### config.mk
export PLATFORM = sky130hd
export DESIGN_NAME = asteroid_mover
export DESIGN_NICKNAME = d
export VERILOG_FILES = /design/src/rtl/asteroid_mover.sv
export SDC_FILE = /design/constraint.sdc
export NUM_CORES = 1
export LEC_CHECK = 0
export ABC_AREA = 0
export CAP_MARGIN = 40
export CORE_AREA = 2 2 87 89
export CTS_BUF_LIST = sky130_fd_sc_hd__clkbuf_4 sky130_fd_sc_hd__clkbuf_8
export CTS_CLUSTER_DIAMETER = 40
export DETAILED_ROUTE_END_ITERATION = 7
export DIE_AREA = 0 0 89 91
export PLACE_DENSITY = 0.83
export SYNTH_ARGS = -nofsm -noshare
export SYNTH_HDL_FRONTEND = slang
export SYNTH_SLANG_ARGS = --single-unit
### constraint.sdc
create_clock -name iClk -period 3.9 [get_ports iClk]
set_input_delay 0.39 -clock iClk [delete_from_list [all_inputs] [get_ports iClk]]
set_output_delay 0.39 -clock iClk [all_outputs]
set_load 0.02 [all_outputs]
### src/rtl/asteroid_mover.sv
// asteroid_mover: motion and lifecycle controller for one asteroid slot.
// It requests spawn parameters, latches them, and steps the position once per
// video frame. The asteroid is retired when it leaves the screen or is hit,
// and a new spawn is requested after a hold-off.
// Optional feature: define ASTEROID_WRAP_EN so that an asteroid leaving the
// screen wraps to the opposite edge instead of despawning.
module asteroid_mover #(
    parameter int SCR_W          = 640,
    parameter int SCR_H          = 480,
    parameter int RESPAWN_FRAMES = 60,
    parameter int EXPLODE_FRAMES = 16
) (
    input  logic        iClk,
    input  logic        iRst,
    input  logic        iFrameTick,
    input  logic [2:0]  iDir,
    input  logic [10:0] iPosX,
    input  logic [10:0] iPosY,
    input  logic [1:0]  iSize,
    input  logic        iSpawn,
    input  logic        iHit,
    output logic [10:0] oPosX,
    output logic [10:0] oPosY,
    output logic [1:0]  oSize,
    output logic        oAlive,
    output logic        oExploding,
    output logic        oReqSpawn,
    output logic        oHitPulse
);

    typedef enum logic [1:0] {
        WAIT    = 2'd0,
        REQ     = 2'd1,
        ACTIVE  = 2'd2,
        EXPLODE = 2'd3
    } state_t;

    localparam logic [10:0] MAX_X       = 11'(SCR_W);
    localparam logic [10:0] MAX_Y       = 11'(SCR_H);
    localparam logic [7:0]  RESPAWN_CNT = 8'(RESPAWN_FRAMES);
    localparam logic [7:0]  EXPLODE_CNT = 8'(EXPLODE_FRAMES);
`ifdef ASTEROID_WRAP_EN
    localparam logic [10:0] SPAN_X      = 11'(SCR_W + 1);
    localparam logic [10:0] SPAN_Y      = 11'(SCR_H + 1);
`endif

    state_t      state_reg;
    logic [7:0]  cnt_reg;
    logic [2:0]  dir_reg;
    logic [10:0] pos_x_reg;
    logic [10:0] pos_y_reg;
    logic [1:0]  size_reg;
    logic        hit_pulse_reg;

    logic [10:0] speed;
    logic        x_pos_dir;
    logic        x_neg_dir;
    logic        y_pos_dir;
    logic        y_neg_dir;
    logic [10:0] step_x;
    logic [10:0] step_y;
    logic        off_x;
    logic        off_y;
`ifdef ASTEROID_WRAP_EN
    logic [10:0] wrap_x;
    logic [10:0] wrap_y;
`endif

    // Candidate position one frame ahead, computed from the latched direction.
    // Underflow wraps modulo 2048 and so lands above the legal range.
    always_comb begin
        speed     = 11'(size_reg) + 11'd1;
        x_pos_dir = 1'b0;
        x_neg_dir = 1'b0;
        y_pos_dir = 1'b0;
        y_neg_dir = 1'b0;
        case (dir_reg)
            3'd0: y_neg_dir = 1'b1;
            3'd1: begin x_pos_dir = 1'b1; y_neg_dir = 1'b1; end
            3'd2: x_pos_dir = 1'b1;
            3'd3: begin x_pos_dir = 1'b1; y_pos_dir = 1'b1; end
            3'd4: y_pos_dir = 1'b1;
            3'd5: begin x_neg_dir = 1'b1; y_pos_dir = 1'b1; end
            3'd6: x_neg_dir = 1'b1;
            default: begin x_neg_dir = 1'b1; y_neg_dir = 1'b1; end
        endcase
        step_x = pos_x_reg;
        if (x_pos_dir)
            step_x = pos_x_reg + speed;
        else if (x_neg_dir)
            step_x = pos_x_reg - speed;
        step_y = pos_y_reg;
        if (y_pos_dir)
            step_y = pos_y_reg + speed;
        else if (y_neg_dir)
            step_y = pos_y_reg - speed;
        off_x = (step_x > MAX_X);
        off_y = (step_y > MAX_Y);
`ifdef ASTEROID_WRAP_EN
        // Re-enter from the opposite edge; 11-bit arithmetic gives the modulo.
        wrap_x = x_neg_dir ? (step_x + SPAN_X) : (step_x - SPAN_X);
        wrap_y = y_neg_dir ? (step_y + SPAN_Y) : (step_y - SPAN_Y);
`endif
    end

    // Lifecycle state machine with registered position, size and hit pulse.
    always_ff @(posedge iClk or negedge iRst) begin
        if (!iRst) begin
            state_reg     <= WAIT;
            cnt_reg       <= 8'd0;
            dir_reg       <= 3'd0;
            pos_x_reg     <= 11'd0;
            pos_y_reg     <= 11'd0;
            size_reg      <= 2'd0;
            hit_pulse_reg <= 1'b0;
        end else begin
            hit_pulse_reg <= 1'b0;
            case (state_reg)
                WAIT: begin
                    if (iFrameTick) begin
                        if (cnt_reg + 8'd1 == RESPAWN_CNT) begin
                            cnt_reg   <= 8'd0;
                            state_reg <= REQ;
                        end else begin
                            cnt_reg <= cnt_reg + 8'd1;
                        end
                    end
                end
                REQ: begin
                    if (iSpawn) begin
                        dir_reg   <= iDir;
                        pos_x_reg <= iPosX;
                        pos_y_reg <= iPosY;
                        size_reg  <= iSize;
                        state_reg <= ACTIVE;
                    end
                end
                ACTIVE: begin
                    // A hit takes priority over a move in the same cycle.
                    if (iHit) begin
                        hit_pulse_reg <= 1'b1;
                        cnt_reg       <= 8'd0;
                        state_reg     <= EXPLODE;
                    end else if (iFrameTick) begin
`ifdef ASTEROID_WRAP_EN
                        pos_x_reg <= off_x ? wrap_x : step_x;
                        pos_y_reg <= off_y ? wrap_y : step_y;
`else
                        // Leaving the screen keeps the last on-screen position.
                        if (off_x || off_y) begin
                            cnt_reg   <= 8'd0;
                            state_reg <= WAIT;
                        end else begin
                            pos_x_reg <= step_x;
                            pos_y_reg <= step_y;
                        end
`endif
                    end
                end
                default: begin
                    if (iFrameTick) begin
                        if (cnt_reg + 8'd1 == EXPLODE_CNT) begin
                            cnt_reg   <= 8'd0;
                            state_reg <= WAIT;
                        end else begin
                            cnt_reg <= cnt_reg + 8'd1;
                        end
                    end
                end
            endcase
        end
    end

    assign oPosX      = pos_x_reg;
    assign oPosY      = pos_y_reg;
    assign oSize      = size_reg;
    assign oAlive     = (state_reg == ACTIVE);
    assign oExploding = (state_reg == EXPLODE);
    assign oReqSpawn  = (state_reg == REQ);
    assign oHitPulse  = hit_pulse_reg;

endmodule

Word level (Yosys, flattened, before mapping)
Index checks and enable logic that the tools add are counted.
W data, S select, Z words.
{"block": "op_classes", "addsub": 6, "n_mul": 0, "div_mod_pow": 0, "order_cmp": 2, "eq_ne": 19, "shift": 0, "mux": 35, "bitwise_logic": 1, "reduce_logical": 16}
{"op": "$mux W11", "n": 12}
{"op": "$mux W8", "n": 7}
{"op": "$pmux W11 S2", "n": 2}
{"op": "$pmux W8 S3", "n": 1}
{"op": "$add A11 B3 Y11", "n": 2}
{"op": "$sub A11 B3 Y11", "n": 2}
{"op": "$mux W2", "n": 8}
{"op": "$ne A2 B2 Y1 const B", "n": 6}
{"op": "$gt A11 B10 Y1 const B", "n": 1}
{"op": "$gt A11 B9 Y1 const B", "n": 1}
{"op": "$reduce_and A5 Y1", "n": 2}
{"op": "$reduce_or A5 Y1", "n": 2}
{"op": "$eq A3 B3 Y1 const B", "n": 3}
{"op": "$add A8 B1 Y8 const B", "n": 1}
{"op": "$eq A8 B5 Y1 const B", "n": 1}
{"op": "$eq A8 B6 Y1 const B", "n": 1}
{"op": "$reduce_and A7 Y1", "n": 1}
{"op": "$eq A3 B2 Y1 const B", "n": 2}
{"op": "$pmux W2 S3", "n": 1}
{"op": "$reduce_bool A2 Y1", "n": 3}
{"op": "$reduce_or A3 Y1", "n": 2}
{"op": "$eq A2 B2 Y1 const B", "n": 2}
{"op": "$mux W1", "n": 4}
{"op": "$reduce_bool A4 Y1", "n": 1}
{"op": "other kinds (11)", "n": 11}
{"block": "totals", "regBits": 38, "latchBits": 0, "ramBits": 0, "mem_bits_ro": 0, "in_bits": 32, "wordCells": 86, "mem_count": 0}

Longest topological paths before layout
{"block": "logic_depth", "depth_word": 10, "ltp_mapped": 15}

Least setup slack after synthesis
OpenSTA, ideal clock, no wires.
{"block": "synth_timing", "kind": "flip-flop to flip-flop", "from": "reg size_reg[0], in the netlist oSize[0]", "to": "reg pos_y_reg[7], in the netlist oPosY[7]", "setup_time_ns": 0.124, "arrival_time_ns": 3.839, "required_ns": 3.776, "setup_slack_ns": -0.063, "path_stages_with_launch": 14, "n_path_buf": 1, "period_less_slack_ns": 3.963, "path_cell_list": "dfrtp_1 -> ha_1 -> inv_1 -> fa_1 -> a211oi_2 -> nand3_2 -> or4b_1 -> nand3_1 -> nand4b_1 -> a311o_1 -> or3_1 -> buf_6 -> mux2i_1 -> a211o_1"}
{"block": "synth_between", "elab_chain_len": 8, "word_cells_on_any_way": 18, "cone_classes": "add/sub: 5; order compare: 2; eq/ne: 1; mux: 8; reduce/logical: 2"}
{"element": "start: declaration", "line": "52", "text": "logic [1:0] size_reg;"}
{"element": "start signal: assignment", "line": "134", "text": "size_reg <= iSize;"}
{"element": "$add A2 B1 Y3 *", "line": "72", "text": "speed = 11'(size_reg) + 11'd1;"}
{"element": "$sub A11 B3 Y11 (on tied branches)", "line": "91, 96"}
{"element": "$mux W11 (on tied branches)", "line": "90, 95"}
{"element": "$mux W11 (on tied branches)", "line": "88, 93"}
{"element": "$gt A11 B10 Y1 (tied with other cells)", "line": "97", "text": "off_x = (step_x > MAX_X);"}
{"element": "$logic_or A1 B1 Y1 or $mux W11 (tied branches)", "line": "150, 144"}
{"element": "$ne A2 B2 Y1 (no line) or $mux W11 (tied branches)"}
{"element": "$reduce_and A5 Y1 (no line) or $pmux W11 S2 (tied branches)"}
{"element": "end signal: assignment", "line": "133", "text": "pos_y_reg <= iPosY;"}
{"element": "end signal: assignment", "line": "155", "text": "pos_y_reg <= step_y;"}
{"element": "end: declaration", "line": "51", "text": "logic [10:0] pos_y_reg;"}
Mark *: on every way between the ends. The rest lies on a longest branch, timed or not. The select of a mux whose other input is x is not followed.
A chain may end at the register's enable or synchronous reset.

Worst setup path after layout
{"block": "layout_timing", "from": "reg size_reg[0], in the netlist oSize[0]", "to": "reg cnt_reg[6]"}
{"block": "layout_between", "elab_chain_len": 8, "word_cells_on_any_way": 14, "cone_classes": "add/sub: 5; order compare: 2; eq/ne: 1; mux: 4; reduce/logical: 2"}
{"element": "$add A2 B1 Y3 *", "line": "72"}
{"element": "$sub A11 B3 Y11 (on tied branches)", "line": "91, 96"}
{"element": "$mux W11 (on tied branches)", "line": "90, 95"}
{"element": "$mux W11 (on tied branches)", "line": "88, 93"}
{"element": "$gt A11 B10 Y1 or $gt A11 B9 Y1 (tied branches)", "line": "97, 98"}
{"element": "$logic_or A1 B1 Y1 *", "line": "150", "text": "if (off_x || off_y) begin"}
{"element": "$ne A3 B2 Y1 (no line) *"}
{"element": "$reduce_and A5 Y1 (no line) *"}
{"element": "end signal: assignment", "line": "125", "text": "cnt_reg <= cnt_reg + 8'd1;"}
{"element": "end signal: assignment", "line": "166", "text": "cnt_reg <= cnt_reg + 8'd1;"}
{"element": "end: declaration", "line": "48", "text": "logic [7:0] cnt_reg;"}
Mark *: on every way between the ends. The rest lies on a longest branch, timed or not.

==> impl_metrics.yaml <==
routing:
  drc_errors: 0
  drt_first_iter_violations: 253
  wl_per_cell_um: 16.86
  total_wire_length_mm: 9.578
  post_route_ant_nets: 0
  vias: 3395
  drtPass1Iterations: 4
  avgViaCountPerCell: 5.977
sta:
  clock_skew_ns: 0.006179
  maxSlewHeadroom_pct: 52.92
  finalSetupViolations: 0
  max_clock_freq_mhz: 261.2
  maxSlewViolCount: 0
  grt_setup_unrepaired: "yes"
  tightestPinTransition_ns: 0.7035
  period_needed_ns: 3.828
  final.setup.worst_slack_ns: 0.07217
  finalHoldViolCount: 0
  fin_crit_sh_pct: 98.15
synth:
  synth_largest_area_cell: "sky130_fd_sc_hd__dfrtp_1"
  synth_cell_type_count: 78
  synth_top_area_share_pct: 27.35
  register_area_share_after_synthesis_pct: 27.35
  synth_cells: 400
  number_of_synthesized_flops_with_an_enable_pin: 0
  synth_ff_type: "sky130_fd_sc_hd__dfrtp_1"
  syn_area_um2: 3477
  synth_nets: 456
  async_flop_share_pct: 100.0
  yosys_warnings: 0
  synthesis.area_per_instance_um2: 8.693
  netlist_top_cells_area: "sky130_fd_sc_hd__dfrtp_1 27%, sky130_fd_sc_hd__ha_1 7.2%, sky130_fd_sc_hd__nor2_1 3.8%"
  ys_seq_elements: 38
placed_design:
  weighted_congestion_at_the_end_of_routability_driven_global_placement: 0.9279
  dp.final_hpwl_mm: 7.126
  port_buffers: 59
  place.detailed.instances: 559
  dp_slack_ns: 0.04207
setup_path:
  cp_common_cell: "sky130_fd_sc_hd__buf_4"
  timing.rr.start: "oSize[0]"
  worst-setup-path-type: "reg2reg"
  timing.critical_path.max_delay_family: "simple AND/OR/NAND/NOR gates"
  critical_path.startpoint_type: "flip-flop"
  worst_r2r_path_depth: 14
  worstPathCellList: "ha_4 -> inv_1 -> fa_1 -> a211oi_2 -> nand3_2 -> nor4_2 -> buf_4 -> nor3_1 -> nor4_1 -> a311o_2 -> o31ai_2 -> buf_4 -> or4_1 -> o211ai_1"
  rrSetupSlack_ns: 0.07
  cp_num_buf_inv: 3
  critical_path.slowest_cell: "sky130_fd_sc_hd__or4_1"
  critPathMaxFanout: 16
  setup_crit_end_kind: "flip-flop"
  slowest_delay_ns: 0.51
  worst_r2r_endpoint: "cnt_reg[6]"
  cp_data_arrival_time_ns: 4.04
  timing.critical_path.required_ns: 4.12
global_route:
  grt_max_degree: 21
  antenna_found_initial: 0
  via_count_of_the_first_global_routing_pass: 3270
  grt_pass1_wl_mm: 15.40
  gr-usage-all-layers_pct: 23.66
  grt_overflow_total: 0
layout:
  post_layout_nonfiller_instances: 568
  post_synthesis_to_final_layout_area_growth_pct: 26.52
  final_nets: 524
  fill_count: 631
  utilization_pct: 61.64
  count_of_inserted_antenna_diode_cells: 0
  final_layout_size_suffix_gt1_share_pct: 15.14
floorplanning:
  fp.dieW_um: 89
  die_h_um: 91
  initial_utilization_pct: 48.72
  core_region_area_um2: 7137
  num_io_pins: 60
  total_die_area_um2: 8099
  placement_rows: 31
clock_network:
  cts_inserted_buffers: 5
  cts_sinks: 38
  cts.path.max_buffers: 2
  tritoncts: "done"
  root_buffer: "sky130_fd_sc_hd__clkbuf_8"
  h_tree_depth: 2
  cts.reportedPaths.clkPinSlew_ns: 0.08
  clkLatencyLatePin_ns: 0.29
min_path:
  min_path_type: "in2async"
flow_run:
  max_cap_violations: 0
power:
  vdd_ir_drop_max_mv: 0.3833
  power_density_nw_per_um2: 926.8
  leakage_nw: 1.807
outcome:
  run_status: "completed"
## metal layers
layer	routed length [µm]	GRT usage (%)
met4	114	5.846
met3	496	4.545
met2	4684	38.06
met5	0	0
met1	4283	32.59
## cells in the mapped netlist (5+ instances only)
master	n
sky130_fd_sc_hd__ha_1	20
sky130_fd_sc_hd__nor2_1	35
sky130_fd_sc_hd__o22ai_1	6
sky130_fd_sc_hd__nand2_1	28
sky130_fd_sc_hd__a21oi_1	20
sky130_fd_sc_hd__nand4_1	5
sky130_fd_sc_hd__nor3_1	11
sky130_fd_sc_hd__dfrtp_1	38
sky130_fd_sc_hd__nand3_1	10
sky130_fd_sc_hd__mux2i_1	5
sky130_fd_sc_hd__nand2b_1	9
sky130_fd_sc_hd__clkbuf_1	7
sky130_fd_sc_hd__nor4_1	6
sky130_fd_sc_hd__a221o_1	6
sky130_fd_sc_hd__inv_1	29
sky130_fd_sc_hd__mux2_2	7
sky130_fd_sc_hd__xnor2_1	7
sky130_fd_sc_hd__and2_1	5
sky130_fd_sc_hd__o21ai_0	22
## timing repair
item | CTS | global route
resized for setup | 0 | 7
setup endpoints to repair | 0 | 24
hold buffers | 0 | 0
buffers inserted | 0 | 1
## how the worst max path moves through the flow
| stage | from | end | slack (ns) | cells past startpoint |
|---|---|---|---|---|
| 4_1_cts | oSize[0] | oPosX[1] | 0.03 | 13 |
| 2_1_floorplan | oSize[0] | oPosY[7] | 0.04 | 13 |
| 5_1_grt | oSize[0] | cnt_reg[6] | -0.09 | 14 |
| 6_report | oSize[0] | cnt_reg[6] | 0.07 | 14 |
| 3_3_place_gp | oSize[0] | cnt_reg[6] | 0.15 | 14 |
| 3_5_place_dp | oSize[0] | oPosX[1] | 0.04 | 13 |
## report_power, final
group | leakage [nW] | total (mW) | switching, mW | internal [mW]
registers | 0.454 | 0.909 | 0.337 | 0.572
logic | 1.30 | 2.84 | 1.55 | 1.29
clock network | 0.0575 | 0.328 | 0.149 | 0.179
## layout by cell type (no fill, tap or decap), types with 4 or more instances in the layout
cell type	count
sky130_fd_sc_hd__a211o_1	4
sky130_fd_sc_hd__a21oi_1	20
sky130_fd_sc_hd__a221o_1	6
sky130_fd_sc_hd__a22o_1	4
sky130_fd_sc_hd__a31oi_1	4
sky130_fd_sc_hd__and2_1	5
sky130_fd_sc_hd__buf_4	18
sky130_fd_sc_hd__clkbuf_8	8
sky130_fd_sc_hd__clkdlybuf4s50_1	58
sky130_fd_sc_hd__dfrtp_1	37
sky130_fd_sc_hd__fa_1	4
sky130_fd_sc_hd__ha_1	19
sky130_fd_sc_hd__inv_1	29
sky130_fd_sc_hd__mux2_2	7
sky130_fd_sc_hd__mux2i_1	5
sky130_fd_sc_hd__nand2_1	28
sky130_fd_sc_hd__nand2b_1	9
sky130_fd_sc_hd__nand3_1	10
sky130_fd_sc_hd__nand4_1	5
sky130_fd_sc_hd__nor2_1	35
sky130_fd_sc_hd__nor3_1	10
sky130_fd_sc_hd__nor4_1	5
sky130_fd_sc_hd__o211ai_1	4
sky130_fd_sc_hd__o21ai_0	22
sky130_fd_sc_hd__o221a_2	4
sky130_fd_sc_hd__o22ai_1	6
sky130_fd_sc_hd__o31ai_1	4
sky130_fd_sc_hd__xnor2_1	7
sky130_fd_sc_hd__xor2_1	4
## layout make-up
class / instances / area, µm² / area share [%]
Timing Repair Buffer: 78 / 748.2 / 17.01
Clock buffer: 8 / 110.1 / 2.503
Multi-Input combinational cell: 316 / 2356 / 53.56
Sequential cell: 38 / 952.2 / 21.64
Inverter: 29 / 108.9 / 2.474
Tap cell: 99 / 123.9 / 2.816
## worst reg2reg max path, stage by stage, from the launching register on
cell                       delay, ns
sky130_fd_sc_hd__dfrtp_2        0.44
sky130_fd_sc_hd__ha_4           0.27
sky130_fd_sc_hd__inv_1          0.06
sky130_fd_sc_hd__fa_1           0.44
sky130_fd_sc_hd__a211oi_2       0.26
sky130_fd_sc_hd__nand3_2        0.19
sky130_fd_sc_hd__nor4_2         0.29
sky130_fd_sc_hd__buf_4          0.18
sky130_fd_sc_hd__nor3_1         0.05
sky130_fd_sc_hd__nor4_1         0.36
sky130_fd_sc_hd__a311o_2        0.33
sky130_fd_sc_hd__o31ai_2        0.09
sky130_fd_sc_hd__buf_4          0.19
sky130_fd_sc_hd__or4_1          0.51
sky130_fd_sc_hd__o211ai_1       0.10
## kinds of logic (layout without fill, tap and decap cells)
family                     count (synthesis)  after routing  share of synthesized area, %
AOI/OAI and AO/OA                        121            121                         27.17
xor gates and xnor gates                  11             11                         2.771
adders and majority gates                 25             25                         9.788
buffers and inverters                     46            115                         6.009
DFF                                       38             38                         27.35
muxes                                     12             12                         3.707
and+or+nand+nor                          147            147                         23.21
## per-stage QoR
step	instance area [µm²]	hold slack, ns	setup TNS (ns)	total power, mW
2_1_floorplan	3490	0.09441	0	2.826
3_3_place_gp	4227	0.5309	0	3.577
3_5_place_dp	4254	0.3956	0	3.661
4_1_cts	4364	0.07890	0	4.012
5_1_grt	4399	0.09602	-0.3031	4.407
6_report	4399	0.06636	0	4.077
Power figures use the tool's default switching activity.
